## config.mk

```make
export PLATFORM = sky130hd
export DESIGN_NAME = dmem_arbiter
export DESIGN_NICKNAME = d
export VERILOG_FILES = /design/src/rtl/dmem_pkg.sv /design/src/rtl/dmem_arbiter_rr_arb2.sv /design/src/rtl/dmem_arbiter.sv
export SDC_FILE = /design/constraint.sdc
export NUM_CORES = 1
export LEC_CHECK = 0
export BUFFER_PORTS_ARGS = -buffer_cell sky130_fd_sc_hd__buf_4
export CORE_MARGIN = 5
export CORE_UTILIZATION = 43
export CTS_CLUSTER_SIZE = 10
export DETAILED_ROUTE_END_ITERATION = 12
export GPL_TIMING_DRIVEN = 0
export PLACE_DENSITY_LB_ADDON = 0.15
export SKIP_CTS_REPAIR_TIMING = 1
export SLEW_MARGIN = 15
export SYNTH_ARGS = -nofsm -noshare
export SYNTH_HDL_FRONTEND = slang
export SYNTH_SLANG_ARGS = --single-unit
```

## constraint.sdc

```tcl
create_clock -name clk -period 4.3 [get_ports clk]
set_input_delay 0.43 -clock clk [delete_from_list [all_inputs] [get_ports clk]]
set_output_delay 0.43 -clock clk [all_outputs]
set_load 0.03 [all_outputs]
```

## src/rtl/dmem_pkg.sv

```systemverilog
// Shared types for the two-requester data-memory arbiter: access commands, FSM state, captured request.
package dmem_pkg;

    localparam int unsigned DMEM_ADDR_W = 32;

    typedef enum logic [1:0] {
        CMD_BYTE = 2'b00,
        CMD_HALF = 2'b01,
        CMD_WORD = 2'b10,
        CMD_ILL  = 2'b11
    } cmd_e;

    typedef enum logic [1:0] {
        ST_IDLE   = 2'b00,
        ST_ACCESS = 2'b01,
        ST_RESP   = 2'b10
    } state_e;

    typedef struct packed {
        logic                   we;
        cmd_e                   cmd;
        logic [DMEM_ADDR_W-1:0] addr;
        logic [31:0]            wdata;
        logic                   id;
    } req_t;

    // Bytes touched by an access; 0 marks the illegal encoding.
    function automatic logic [2:0] cmd_size(input cmd_e cmd);
        case (cmd)
            CMD_BYTE: cmd_size = 3'd1;
            CMD_HALF: cmd_size = 3'd2;
            CMD_WORD: cmd_size = 3'd4;
            default:  cmd_size = 3'd0;
        endcase
    endfunction

endpackage

```

## src/rtl/dmem_arbiter_rr_arb2.sv

```systemverilog
// Two-way round-robin grant; combinational grant, pointer register moves on each accepted grant.
// Zero latency; grants nothing while en_i is low, a losing requester keeps priority for the next round.
module rr_arb2 (
    input  logic       clk,
    input  logic       resetn,
    input  logic [1:0] req_i,
    input  logic       en_i,
    input  logic       upd_i,
    output logic [1:0] gnt_o
);

    // ptr_q names the requester that wins when both are asking.
    logic ptr_q;
    logic ptr_d;

    always_comb begin
        gnt_o = 2'b00;
        if (en_i) begin
            if (req_i == 2'b11) begin
                gnt_o[ptr_q] = 1'b1;
            end else begin
                gnt_o = req_i;
            end
        end
    end

    always_comb begin
        ptr_d = ptr_q;
        if (upd_i && (gnt_o != 2'b00)) begin
            ptr_d = ~gnt_o[1];
        end
    end

    always_ff @(posedge clk) begin
        if (!resetn) begin
            ptr_q <= 1'b0;
        end else begin
            ptr_q <= ptr_d;
        end
    end

endmodule

```

## src/rtl/dmem_arbiter.sv

```systemverilog
// Shares one byte-addressable data memory between core (r0) and debug/loader (r1) ports.
// Accept at T, memory access at T+1, one-cycle response strobe at T+2; requesters wait on ready while busy.
module dmem_arbiter
    import dmem_pkg::*;
#(
    parameter int unsigned MEM_BYTES = 64,
    parameter int unsigned ADDR_W    = DMEM_ADDR_W
) (
    input  logic              clk,
    input  logic              resetn,
    input  logic              r0_valid,
    output logic              r0_ready,
    input  logic              r0_we,
    input  logic [1:0]        r0_cmd,
    input  logic [ADDR_W-1:0] r0_addr,
    input  logic [31:0]       r0_wdata,
    output logic              r0_rsp_valid,
    output logic [31:0]       r0_rsp_rdata,
    output logic              r0_rsp_err,
    input  logic              r1_valid,
    output logic              r1_ready,
    input  logic              r1_we,
    input  logic [1:0]        r1_cmd,
    input  logic [ADDR_W-1:0] r1_addr,
    input  logic [31:0]       r1_wdata,
    output logic              r1_rsp_valid,
    output logic [31:0]       r1_rsp_rdata,
    output logic              r1_rsp_err,
    output logic [ADDR_W-1:0] mem_write_address,
    output logic              mem_write_en,
    output logic [31:0]       mem_write_data,
    output logic [1:0]        mem_write_command,
    output logic [ADDR_W-1:0] mem_read_address,
    input  logic [31:0]       mem_read_data
);

    state_e            state_q;
    req_t              req_q;
    req_t              req_d;
    logic              err_q;
    logic              err_d;
    logic              wen_q;
    logic [ADDR_W-1:0] addr_d;
    logic [ADDR_W:0]   end_d;
    logic [1:0]        gnt;
    logic              accept;
    logic [31:0]       load_data;
    logic              r0_rsp_valid_q, r1_rsp_valid_q;
    logic              r0_rsp_err_q, r1_rsp_err_q;
    logic [31:0]       r0_rsp_rdata_q, r1_rsp_rdata_q;

    rr_arb2 u_rr_arb2 (
        .clk    (clk),
        .resetn (resetn),
        .req_i  ({r1_valid, r0_valid}),
        .en_i   (state_q == ST_IDLE),
        .upd_i  (accept),
        .gnt_o  (gnt)
    );

    assign accept   = gnt[0] | gnt[1];
    assign r0_ready = gnt[0];
    assign r1_ready = gnt[1];

    always_comb begin
        addr_d      = gnt[1] ? r1_addr : r0_addr;
        req_d.we    = gnt[1] ? r1_we : r0_we;
        req_d.cmd   = cmd_e'(gnt[1] ? r1_cmd : r0_cmd);
        req_d.addr  = DMEM_ADDR_W'(addr_d);
        req_d.wdata = gnt[1] ? r1_wdata : r0_wdata;
        req_d.id    = gnt[1];
        // One extra bit so an access wrapping past the top of the address space is out of range.
        end_d = {1'b0, addr_d} + (ADDR_W+1)'(cmd_size(req_d.cmd));
        err_d = (req_d.cmd == CMD_ILL) || (end_d > (ADDR_W+1)'(MEM_BYTES));
    end

    always_comb begin
        load_data = 32'd0;
        if (!req_q.we && !err_q) begin
            case (req_q.cmd)
                CMD_BYTE: load_data = {24'd0, mem_read_data[7:0]};
                CMD_HALF: load_data = {16'd0, mem_read_data[15:0]};
                default:  load_data = mem_read_data;
            endcase
        end
    end

    always_ff @(posedge clk) begin
        if (!resetn) begin
            state_q        <= ST_IDLE;
            req_q          <= '0;
            err_q          <= 1'b0;
            wen_q          <= 1'b0;
            r0_rsp_valid_q <= 1'b0;
            r0_rsp_err_q   <= 1'b0;
            r0_rsp_rdata_q <= 32'd0;
            r1_rsp_valid_q <= 1'b0;
            r1_rsp_err_q   <= 1'b0;
            r1_rsp_rdata_q <= 32'd0;
        end else begin
            case (state_q)
                ST_IDLE: begin
                    if (accept) begin
                        req_q   <= req_d;
                        err_q   <= err_d;
                        wen_q   <= req_d.we & ~err_d;
                        state_q <= ST_ACCESS;
                    end
                end
                ST_ACCESS: begin
                    wen_q <= 1'b0;
                    if (req_q.id) begin
                        r1_rsp_valid_q <= 1'b1;
                        r1_rsp_err_q   <= err_q;
                        r1_rsp_rdata_q <= load_data;
                    end else begin
                        r0_rsp_valid_q <= 1'b1;
                        r0_rsp_err_q   <= err_q;
                        r0_rsp_rdata_q <= load_data;
                    end
                    state_q <= ST_RESP;
                end
                ST_RESP: begin
                    r0_rsp_valid_q <= 1'b0;
                    r0_rsp_err_q   <= 1'b0;
                    r0_rsp_rdata_q <= 32'd0;
                    r1_rsp_valid_q <= 1'b0;
                    r1_rsp_err_q   <= 1'b0;
                    r1_rsp_rdata_q <= 32'd0;
                    state_q        <= ST_IDLE;
                end
                default: state_q <= ST_IDLE;
            endcase
        end
    end

    // Gated by resetn so a reset landing in ACCESS cancels the write on that same edge.
    assign mem_write_en      = wen_q & resetn;
    assign mem_write_address = ADDR_W'(req_q.addr);
    assign mem_read_address  = ADDR_W'(req_q.addr);
    assign mem_write_data    = req_q.wdata;
    assign mem_write_command = req_q.cmd;

    assign r0_rsp_valid = r0_rsp_valid_q;
    assign r0_rsp_err   = r0_rsp_err_q;
    assign r0_rsp_rdata = r0_rsp_rdata_q;
    assign r1_rsp_valid = r1_rsp_valid_q;
    assign r1_rsp_err   = r1_rsp_err_q;
    assign r1_rsp_rdata = r1_rsp_rdata_q;

endmodule

```

==> results of run 1 <==
-- per-layer routing --
layer	GRT usage	up-vias	wire, um
met4	0.07298	0	502
met5	0	-	0
met3	0.06338	34	2583
li1	-	4280	-
met1	0.3427	4227	12620
met2	0.4528	408	14920
-- cell families (layout without fill, tap and decap cells) --
family | Yosys count | count (layout) | share of synthesized area
muxes | 23 | 23 | 0.03020
DFF | 141 | 141 | 0.3424
xor gates and xnor gates | 14 | 14 | 0.01487
adders and majority gates | 4 | 4 | 0.006982
and+or+nand+nor | 468 | 468 | 0.2727
buffers and inverters | 176 | 543 | 0.1298
AOI/OAI and AO/OA | 205 | 205 | 0.2031
-- worst min-delay path, cell delays in order --
cell	delay, ns
buf_4	0.11
nand3_1	0.06
a21oi_1	0.05
-- flip-flops by register name, summed over array words and instances (netlist names) --
register / flops
state_q: 2
r1_rsp_rdata: 32
u_rr_arb2.ptr_q: 1
r0_rsp_rdata: 32
r1_rsp_err: 1
mem_write_command: 2
r0_rsp_valid: 1
err_q: 1
req_q: 2
mem_read_address: 32
r1_rsp_valid: 1
wen_q: 1
mem_write_data: 32
r0_rsp_err: 1
-- power by group through the flow --
stage	Combinational [mW]	Sequential, mW	Clock (mW)
detailed placement	1.32	1.49	0
CTS	1.32	1.46	1.50
global placement	1.30	1.49	0
finish	1.33	1.47	1.48
floorplan	0.792	1.50	0
global route	1.42	1.48	1.55
-- stage by stage --
step                hold WS, ns  worst slack (ns)  total power [mW]
finish                   0.2789            0.2251             4.271
global route             0.2906           0.02341             4.447
CTS                      0.2688           -0.8446             4.287
detailed placement       0.4493           -0.9887             2.811
global placement         0.4440           -0.9216             2.795
floorplan                0.4573           0.08960             2.290
-- cell usage in the layout, fill, tap and decap left out, drive strengths merged, types with 3 or more instances in the layout --
cell        n
and3        4
o21ai      12
clkbuf     75
or3         7
buf       449
nor2       19
nand3     160
and2        9
mux2i      21
nand3b      5
dfxtp     141
nor3       19
a21oi      25
nand4      16
o31ai       4
inv        13
a22oi       5
nor2b       8
ha          3
xnor2       5
o211ai      5
a21boi     67
nor3b       4
nand2b      4
clkinvlp    4
nand2     190
nor4       12
a211oi      3
o211a      63
xor2        9
-- final cells by class --
class	instances	share of cell area
buffer	169	0.08986
clock buffer	17	0.03641
clock inverter	15	0.01317
inverter	4	0.001714
multi-input combinational	714	0.3750
sequential	141	0.2416
tap	234	0.02506
timing repair buffer	338	0.2172
-- worst max-delay path by stage --
stage	startpoint	end	slack, ns	cells after the start
final	state_q[1]	err_q	0.23	16
after CTS	state_q[1]	err_q	-0.84	18
after global routing	state_q[1]	wen_q	0.02	16
after global placement	r1_valid	wen_q	-0.92	19
after floorplan	r1_valid	err_q	0.09	18
after detailed placement	r1_valid	wen_q	-0.99	19
==> summary.md, run 1 <==
| Metric | Value |
|---|---|
| Clock insertion delay at the later pin of the skew report | 0.42 ns |
| Global-route wire length before repair | 47,060 um |
| Distinct cell type count after synthesis | 75 |
| All-layer global routing usage | 0.2678 |
| Cell type contributing the most total cell area after synthesis | dfxtp_1 |
| Final weighted congestion in routability-driven placement | 0.9223 |
| Number of input and output port buffers inserted | between 300 and 400 |
| Per-instance average area after synthesis | 7.996 um2 |
| Sw power | 1.487 mW |
| Clock tree from TritonCTS | done |
| Leakage component of the power | about 5.6 nW |
| Depth of the worst hold-timing path | 3 |
| Residual DRC | 0 |
| Endpoint required time on the critical path | 4.61 ns |
| Share of the cycle needed by the critical path after routing | 0.9476 |
| Sum of negative setup slack | 0 ns |
| Clock sink count | 141 |
| Clock Path Buffers | 2 |
| Overall die area | 22,040 um2 |
| Overflow after GRT | 0 |
| Worst Min Path Start | mem_read_data[3] |
| Arrival time of data at the critical path endpoint | 4.39 ns |
| Switching Share | 0.3483 |
| Count of standard-cell rows | 50 |
| Worst vdd rail ir drop | 275.4 uV |
| Number of hold-slack violations in the final timing report | 0 |
| Top cells by area in the synthesized netlist | dfxtp_1, nand3_1, buf_4, nand2_1, o211a_1 |
| Area delta synth->final | 41.71% |
| Layout cells sized above 1 | 0.3634 |
| Critical path's slowest cell | or3_2 |
| Fin Clk Skew | 0.009678 ns |
| Crit path largest cell delay | between 0.4 and 0.5 ns |
| Cell family with the largest share of critical-path delay | simple AND/OR/NAND/NOR gates |
| Top-area cell type share of the netlist area | 0.3424 |
| Maximum clock frequency | 0.2454 GHz |
| Sequential cell fraction of total power | 0.343 |
| Count of filler cells inserted in the layout | 1,749 |
| Warning count from the yosys run | 0 |
| Share of power burned in the clock network | 0.346 |
| Antenna diode count | 0 |
| Capture endpoint of the worst hold path | r1_rsp_rdata[3] |
| Cell total after placement | 1,603 |
| Dominant register cell in the synthesized netlist | dfxtp_1 |
| Reg2reg path depth | 16 |
| Crit path cell chain | nor3b_4 -> nand2_2 -> clkbuf_8 -> buf_2 -> or3_1 -> o31ai_1 -> ha_1 -> fa_2 -> a21oi_4 -> or3_2 -> o22a_4 -> or3_4 -> mux2i_1 -> and3_1 -> nand2_1 -> o21ba_1 |
| Path type of the worst min-delay path | in2reg |
| Average wire length per cell after detail routing | 18.76 um |
| CP Capture Type | register |
| Final layout net count | 1,559 |
| Via density per instance | 5.483 |
| Worst Setup Path Type | reg2reg |
| Outcome | complete, no violations |
| Fin util | 0.6225 |
| Final standard cell area without fillers | approximately 12,000 um2 |
| H-Tree Depth | 4 |
| Routed wire length | slightly above 30,000 um |
| Worst path bufs/invs | 2 |
| Area used by multi-input combinational logic | 4380 um2 |
| Comb pwr share | 0.310 |
| Max-slew headroom | 0.3757 |
| PwrDens | 365.6 nW/um2 |
| Count of endpoints failing setup in the final report | 0 |
| Part of the Yosys area used for sequential elements | 0.3424 |
| Detailed router's first-iteration violation count | approximately 670 |
| Unrepaired setup endpoints after global routing | no |
| Vias | 8,949 |
| Total CTS buffers | 17 |
| Synthesis-stage register bit count | 141 |
| Placeable core region | approximately 19,000 um2 |
| Placed standard-cell area | 11,080 um2 |
| Total standard cell area after synthesis | about 8200 um2 |
| FF-to-FF Start | state_q[1] |
| Via count of the first global-routing pass | about 8,800 |
| Internal power consumption | 2.784 mW |
| Horiz. Die Dim | 148.5 um |
| Number of optimization iterations in the first detailed-route pass | 5 |
| Die height | between 100 and 150 um |
| Register area | 2823 um2 |
| Count of non-filler cells in the finished layout | between 1,500 and 2,000 |
| Final Max Slew Viols | 0 |
| Number of antenna violations at the first check in global routing | 0 |
| Count of max-cap constraint violations | 0 |
| Most instantiated cells after synthesis | nand2_1, nand3_1, dfxtp_1 |
| Num ports | 339 |
| Clock root cell | clkbuf_16 |
| Effective utilization at floorplan | 0.4393 |
| Slew at the pin with the worst max-slew slack | 0.9365 ns |
| HPWL after detailed placement | 23,850 um |
| Mapped Cells | 1,031 |
| Max FO, Critical Path | 19 |
| End of the worst register-to-register path | err_q |
| Mapped Nets | ~1,200 |
| Number of nets with antenna violations after detailed routing | 0 |
| Most frequently used cell type in the post-synthesis netlist | nand2_1 |
| Register-to-register path setup slack | 0.23 ns |
| Clock slew at reported path FFs | approximately 0.060 ns |
| Maximum number of pins on one net before global-route repair | 17 |
| Number of flops mapped to enable cells by yosys | 0 |
| Async set or reset register ratio after synthesis | 0 |
| Min Clock Period, post-route | between 4 and 5 ns |
| Worst Setup Start Kind | register |
(Power assumes the default switching activity.)
==> run 2, diff against run 1 <==
--- a/config.mk
+++ b/config.mk
@@ -7,11 +7,11 @@
 export LEC_CHECK = 0
 export BUFFER_PORTS_ARGS = -buffer_cell sky130_fd_sc_hd__buf_4
 export CORE_MARGIN = 5
-export CORE_UTILIZATION = 43
+export CORE_UTILIZATION = 25
 export CTS_CLUSTER_SIZE = 10
 export DETAILED_ROUTE_END_ITERATION = 12
 export GPL_TIMING_DRIVEN = 0
-export PLACE_DENSITY_LB_ADDON = 0.15
+export PLACE_DENSITY = 0.45
 export SKIP_CTS_REPAIR_TIMING = 1
 export SLEW_MARGIN = 15
 export SYNTH_ARGS = -nofsm -noshare
==> run 2 against run 1 <==
Worst hold slack worse by 0.023 ns. Clock power up 5%. Via count shrank 2.5%. Setup slack got worse by 0.0095 ns. Die area grew 67%. Total power rose by 2.4%. Largest cell class unchanged.
==> summary.md, run 2 (synthesized netlist as in run 1, its figures left out) <==
| Metric | Value |
|---|---|
| Final Max Slew Viols | 0 |
| Register-to-register path setup slack | between 0.2 and 0.25 ns |
| Comb pwr share | 0.307 |
| PwrDens | about 360 nW/um2 |
| Final worst setup slack | 0.2157 ns |
| Arrival time of data at the critical path endpoint | 4.41 ns |
| Internal power consumption | between 2 and 3 mW |
| Worst Setup Path Type | reg2reg |
| Sequential cell fraction of total power | 0.335 |
| Layout cells sized above 1 | 0.3660 |
| Average wire length per cell after detail routing | 19.40 um |
| Total CTS buffers | 17 |
| CP Capture Type | register |
| Worst Setup Start Kind | register |
| Via count of the first global-routing pass | 9,023 |
| Depth of the worst hold-timing path | 3 |
| Commonest non-fill, non-tap cell in the layout | buf_4 |
| Clock slew at reported path FFs | 0.08 ns |
| Worst vdd rail ir drop | 291.3 uV |
| Share of power burned in the clock network | 0.358 |
| Number of input and output port buffers inserted | approximately 340 |
| Die height | 191.6 um |
| Overall die area | 36,710 um2 |
| All-layer global routing usage | 0.1916 |
| Total power consumption of the routed design | 4.375 mW |
| Clock sink count | 141 |
| Fin Clk Skew | 0.01886 ns |
| End of the worst register-to-register path | err_q |
| Maximum number of pins on one net before global-route repair | 19 |
| Final weighted congestion in routability-driven placement | 0.8592 |
| FF-to-FF Start | state_q[0] |
| Endpoint required time on the critical path | 4.62 ns |
| Maximum clock frequency | 0.2448 GHz |
| Min Clock Period, post-route | 4.084 ns |
| Slew at the pin with the worst max-slew slack | 0.8459 ns |
| Most used cells in the layout excluding fill and tap cells | buf_4, nand2_1, nand3_1 |
| Capture endpoint of the worst hold path | r1_rsp_rdata[3] |
| Detailed router's first-iteration violation count | ~440 |
| Post-placement worst setup slack | -1.110 ns |
| Count of standard-cell rows | 66 |
| Placeable core region | between 30,000 and 40,000 um2 |
| Share of the cycle needed by the critical path after routing | 0.9498 |
| Clock insertion delay at the later pin of the skew report | between 0.4 and 0.5 ns |
| Number of antenna violations at the first check in global routing | 2 |
| Max FO, Critical Path | 19 |
| HPWL after detailed placement | 28,220 um |
| Overflow after GRT | 0 |
| Number of nets with antenna violations after detailed routing | 0 |
| Count of endpoints failing setup in the final report | 0 |
| H-Tree Depth | 4 |
| Worst Min Path Start | mem_read_data[3] |
| Area delta synth->final | 45.77% |
| Clock root cell | clkbuf_16 |
| Switching Share | 0.3698 |
| Sw power | approximately 1.6 mW |
| Global-route wire length before repair | about 54,000 um |
| Path type of the worst min-delay path | in2reg |
| Effective utilization at floorplan | 0.2534 |
| Sum of negative setup slack | 0 ns |
| Horiz. Die Dim | 191.6 um |
| Outcome | complete, no violations |
| Clock tree from TritonCTS | done |
| Unrepaired setup endpoints after global routing | no |
| Count of max-cap constraint violations | 0 |
| Leakage component of the power | between 5 and 6 nW |
| Number of hold-slack violations in the final timing report | 0 |
| Vias | just under 9,000 |
| Reg2reg path depth | 16 |
| Routed wire length | 35,730 um |
| Number of optimization iterations in the first detailed-route pass | 5 |
| Via density per instance | about 4.7 |
| Residual DRC | 0 |
| Num ports | 339 |
| Clock Path Buffers | 2 |
| Final layout net count | 1,560 |
| Max-slew headroom | 0.4323 |
-- run 2: changes by cell type in the layout (fill, tap and decap cells not counted), moves of 2 or more --
cell / delta
clkinv_8: +8
inv_6: -5
clkinvlp_4: -4
clkinv_4: +3
nor4_1: -2
-- run 2: per-layer routing --
layer	up-vias	GRT usage	part of all wire
met3	37	0.05616	0.074
met2	314	0.3186	0.47
li1	4279	-	-
met1	4095	0.2450	0.44
met5	-	0	0
met4	0	0.04696	0.016
-- run 2: layout make-up --
type | count | area, um2
plain buffers | 169 | 1051
clock buffers | 17 | 425.4
diodes | 1 | 2.502
repair buffers | 339 | 2545
clock inverters | 15 | 193.9
well taps | 442 | 553.0
flip-flops and latches | 141 | 2823
multi-input cells | 714 | 4397
inverters | 4 | 27.53
fillers | 3577 | 20520
-- run 2: how the worst max path moves through the flow --
| stage | start | to | slack, ns | cells after the start |
|---|---|---|---|---|
| after global routing | state_q[0] | wen_q | 0.008 | 16 |
| after floorplan | r1_valid | err_q | 0.09 | 18 |
| after detailed placement | r1_valid | err_q | -1.11 | 19 |
| after global placement | r1_valid | err_q | -1.12 | 19 |
| final | state_q[0] | err_q | 0.22 | 16 |
| after CTS | state_q[1] | wen_q | -0.96 | 18 |
-- run 2: power groups by stage --
stage	combinational, mW	sequential, mW	clock [mW]
floorplan	0.792	1.50	0
global placement	1.35	1.50	0
detailed placement	1.35	1.50	0
CTS	1.36	1.47	1.61
global route	1.45	1.48	1.66
finish	1.34	1.47	1.56
-- run 2: critical path, stage by stage (launching register included) --
cell     delay, ns
dfxtp_1       0.36
nor3b_2       0.28
nand2_2       0.17
buf_8         0.20
buf_2         0.20
or3_1         0.32
o31ai_1       0.08
ha_2          0.23
fa_2          0.24
a21oi_4       0.10
or3_2         0.50
o22a_4        0.29
or3_4         0.36
mux2i_2       0.17
and3_1        0.22
nand2_1       0.07
o21ba_1       0.17
-- run 2: metrics by stage --
stage,util,hold WS (ns),std cells,instance area [um2]
after global routing,0.3694,0.2379,1842,12020
after CTS,0.3674,0.2357,1843,11960
after floorplan,-,0.4573,1031,8245
final,0.3694,0.2561,1842,12020
after global placement,0.3484,0.4515,1811,11340
after detailed placement,0.3484,0.4584,1811,11340
==> run 3, diff against run 2 <==
--- a/config.mk
+++ b/config.mk
@@ -7,11 +7,11 @@
 export LEC_CHECK = 0
 export BUFFER_PORTS_ARGS = -buffer_cell sky130_fd_sc_hd__buf_4
 export CORE_MARGIN = 5
-export CORE_UTILIZATION = 25
+export CORE_UTILIZATION = 44
 export CTS_CLUSTER_SIZE = 10
 export DETAILED_ROUTE_END_ITERATION = 12
 export GPL_TIMING_DRIVEN = 0
-export PLACE_DENSITY = 0.45
+export PLACE_DENSITY = 0.73
 export SKIP_CTS_REPAIR_TIMING = 1
 export SLEW_MARGIN = 15
 export SYNTH_ARGS = -nofsm -noshare
==> run 3 against run 2 <==
Global-route usage rose by 7.6 points. Flip-flop and latch count did not move. Register-to-register slack got worse by 0.04 ns. Fmax fell by 1.1%. Largest power group unchanged.
==> summary.md, run 3 (synthesized netlist as in run 1, its figures left out) <==
| Metric | Value |
|---|---|
| Outcome | complete, no violations |
| Number of optimization iterations in the first detailed-route pass | 5 |
| Residual DRC | 0 |
| Die height | 146.9 um |
| Register-to-register path setup slack | 0.17 ns |
| Wire length on met2 | 14,790 um |
| Worst Setup Path Type | reg2reg |
| Slew at the pin with the worst max-slew slack | 0.7207 ns |
| Clock Path Buffers | 2 |
| Overall die area | 21,570 um2 |
| Count of standard-cell rows | 50 |
| Area delta synth->final | 41.81% |
| Routed wire length | 30,310 um |
| Top routing layer in use | met4 |
| Unrepaired setup endpoints after global routing | no |
| Routed length on met1 | 12,130 um |
| Via density per instance | 5.443 |
| Worst Setup Start Kind | register |
| PwrDens | 366.0 nW/um2 |
| Cell total after placement | 1,603 |
| Capture endpoint of the worst hold path | r0_rsp_rdata[3] |
| Maximum number of pins on one net before global-route repair | 17 |
| Total power consumption of the routed design | 4.280 mW |
| Max-slew headroom | 0.5163 |
| Share of the cycle needed by the critical path after routing | 0.9599 |
| Path type of the worst min-delay path | in2reg |
| Min Clock Period, post-route | 4.128 ns |
| CP Capture Type | register |
| Clock insertion delay at the later pin of the skew report | 0.43 ns |
| Number of hold-slack violations in the final timing report | 0 |
| Endpoint required time on the critical path | 4.65 ns |
| Clock root cell | clkbuf_16 |
| Count of filler cells inserted in the layout | 1,705 |
| Detailed router's first-iteration violation count | 567 |
| Arrival time of data at the critical path endpoint | between 4 and 5 ns |
| Via count of the first global-routing pass | between 8,000 and 9,000 |
| Overflow after GRT | 0 |
| Count of non-filler cells in the finished layout | 1,632 |
| Clock slew at reported path FFs | approximately 0.06 ns |
| Most used cells in the layout excluding fill and tap cells | buf_4, nand2_1, nand3_1 |
| End of the worst register-to-register path | wen_q |
| Reg2reg path depth | 16 |
| Final Max Slew Viols | 0 |
| Global-route wire length before repair | 46,600 um |
| FF-to-FF Start | state_q[0] |
| Leakage component of the power | 5.650 nW |
| HPWL after detailed placement | 24,080 um |
| Worst vdd rail ir drop | 270.9 uV |
| H-Tree Depth | 4 |
| Clock tree from TritonCTS | done |
| Number of nets with antenna violations after detailed routing | 0 |
| Fin Clk Skew | between 0.01 and 0.015 ns |
| Depth of the worst hold-timing path | 3 |
| Horiz. Die Dim | 146.9 um |
| Num ports | 339 |
| Vias | 8,883 |
| Final weighted congestion in routability-driven placement | 0.9632 |
| Total CTS buffers | 17 |
| Max FO, Critical Path | 19 |
| Number of input and output port buffers inserted | 338 |
| Average wire length per cell after detail routing | 18.57 um |
| Placeable core region | 18,580 um2 |
| Final layout net count | 1,559 |
| Met3 wirelength from detailed routing | 2485 um |
| Count of endpoints failing setup in the final report | 0 |
| Commonest non-fill, non-tap cell in the layout | buf_4 |
| Effective utilization at floorplan | 0.4437 |
| Clock sink count | 141 |
| All-layer global routing usage | 0.2680 |
| Number of antenna violations at the first check in global routing | 0 |
| Count of max-cap constraint violations | 0 |
| Layout cells sized above 1 | 0.3641 |
| Worst Min Path Start | mem_read_data[3] |
| Antenna diode count | 0 |
| Maximum clock frequency | roughly 0.24 GHz |
## run 3: changes by cell type in the layout (fill, tap and decap cells not counted), sizes merged
| cell | delta |
|---|---|
| buf | -1 |
| inv | +6 |
| clkinv | -8 |
| diode | -1 |
| bufinv | +1 |
| clkinvlp | +1 |
## run 3: through the flow
stage	hold slack [ns]	utilization	setup TNS (ns)	area (um2)	setup slack [ns]
after global placement	0.4444	0.5961	-1.939	11080	-0.9914
after CTS	0.2666	0.6279	-1.631	11670	-0.8390
after detailed placement	0.4495	0.5961	-1.974	11080	-1.007
final	0.2759	0.6292	0	11690	0.1722
after floorplan	0.4573	-	0	8245	0.08960
after global routing	0.2834	0.6292	0	11690	0.001118
## run 3: critical path: stages (launching register included)
cell,delay [ns]
dfxtp_1,0.35
nor3b_2,0.29
nand2_2,0.16
buf_8,0.20
buf_2,0.20
or3_1,0.32
o31ai_1,0.08
ha_2,0.25
fa_2,0.25
a21oi_4,0.11
or3_2,0.50
o22a_4,0.28
or3_4,0.36
mux2i_1,0.18
and3_1,0.22
nand4_1,0.14
a21oi_1,0.16
## run 3: layout make-up
cell class | count | area, um2 | area share
multi-input combinational | 714 | 4377 | 0.3744
sequential | 141 | 2823 | 0.2414
timing repair buffer | 338 | 2537 | 0.2170
buffer | 169 | 1049 | 0.08968
clock buffer | 17 | 425.4 | 0.03639
tap | 234 | 292.8 | 0.02504
clock inverter | 15 | 165.2 | 0.01413
inverter | 4 | 22.52 | 0.001926
## run 3: how the worst max path moves through the flow
stage	to	from
3_5_place_dp	wen_q	r1_valid
2_1_floorplan	err_q	r1_valid
3_3_place_gp	wen_q	r1_valid
5_1_grt	wen_q	state_q[0]
4_1_cts	wen_q	state_q[1]
6_report	wen_q	state_q[0]
## run 3: per-layer routing
metal	track usage	vias to the layer above
met1	0.3236	4176
li1	-	4281
met3	0.05830	50
met4	0.1002	0
met5	0	-
met2	0.4674	376
## run 3: power breakdown
| group | switching, mW | internal (mW) |
|---|---|---|
| logic | 0.754 | 0.565 |
| registers | 0.0679 | 1.40 |
| clock network | 0.667 | 0.828 |
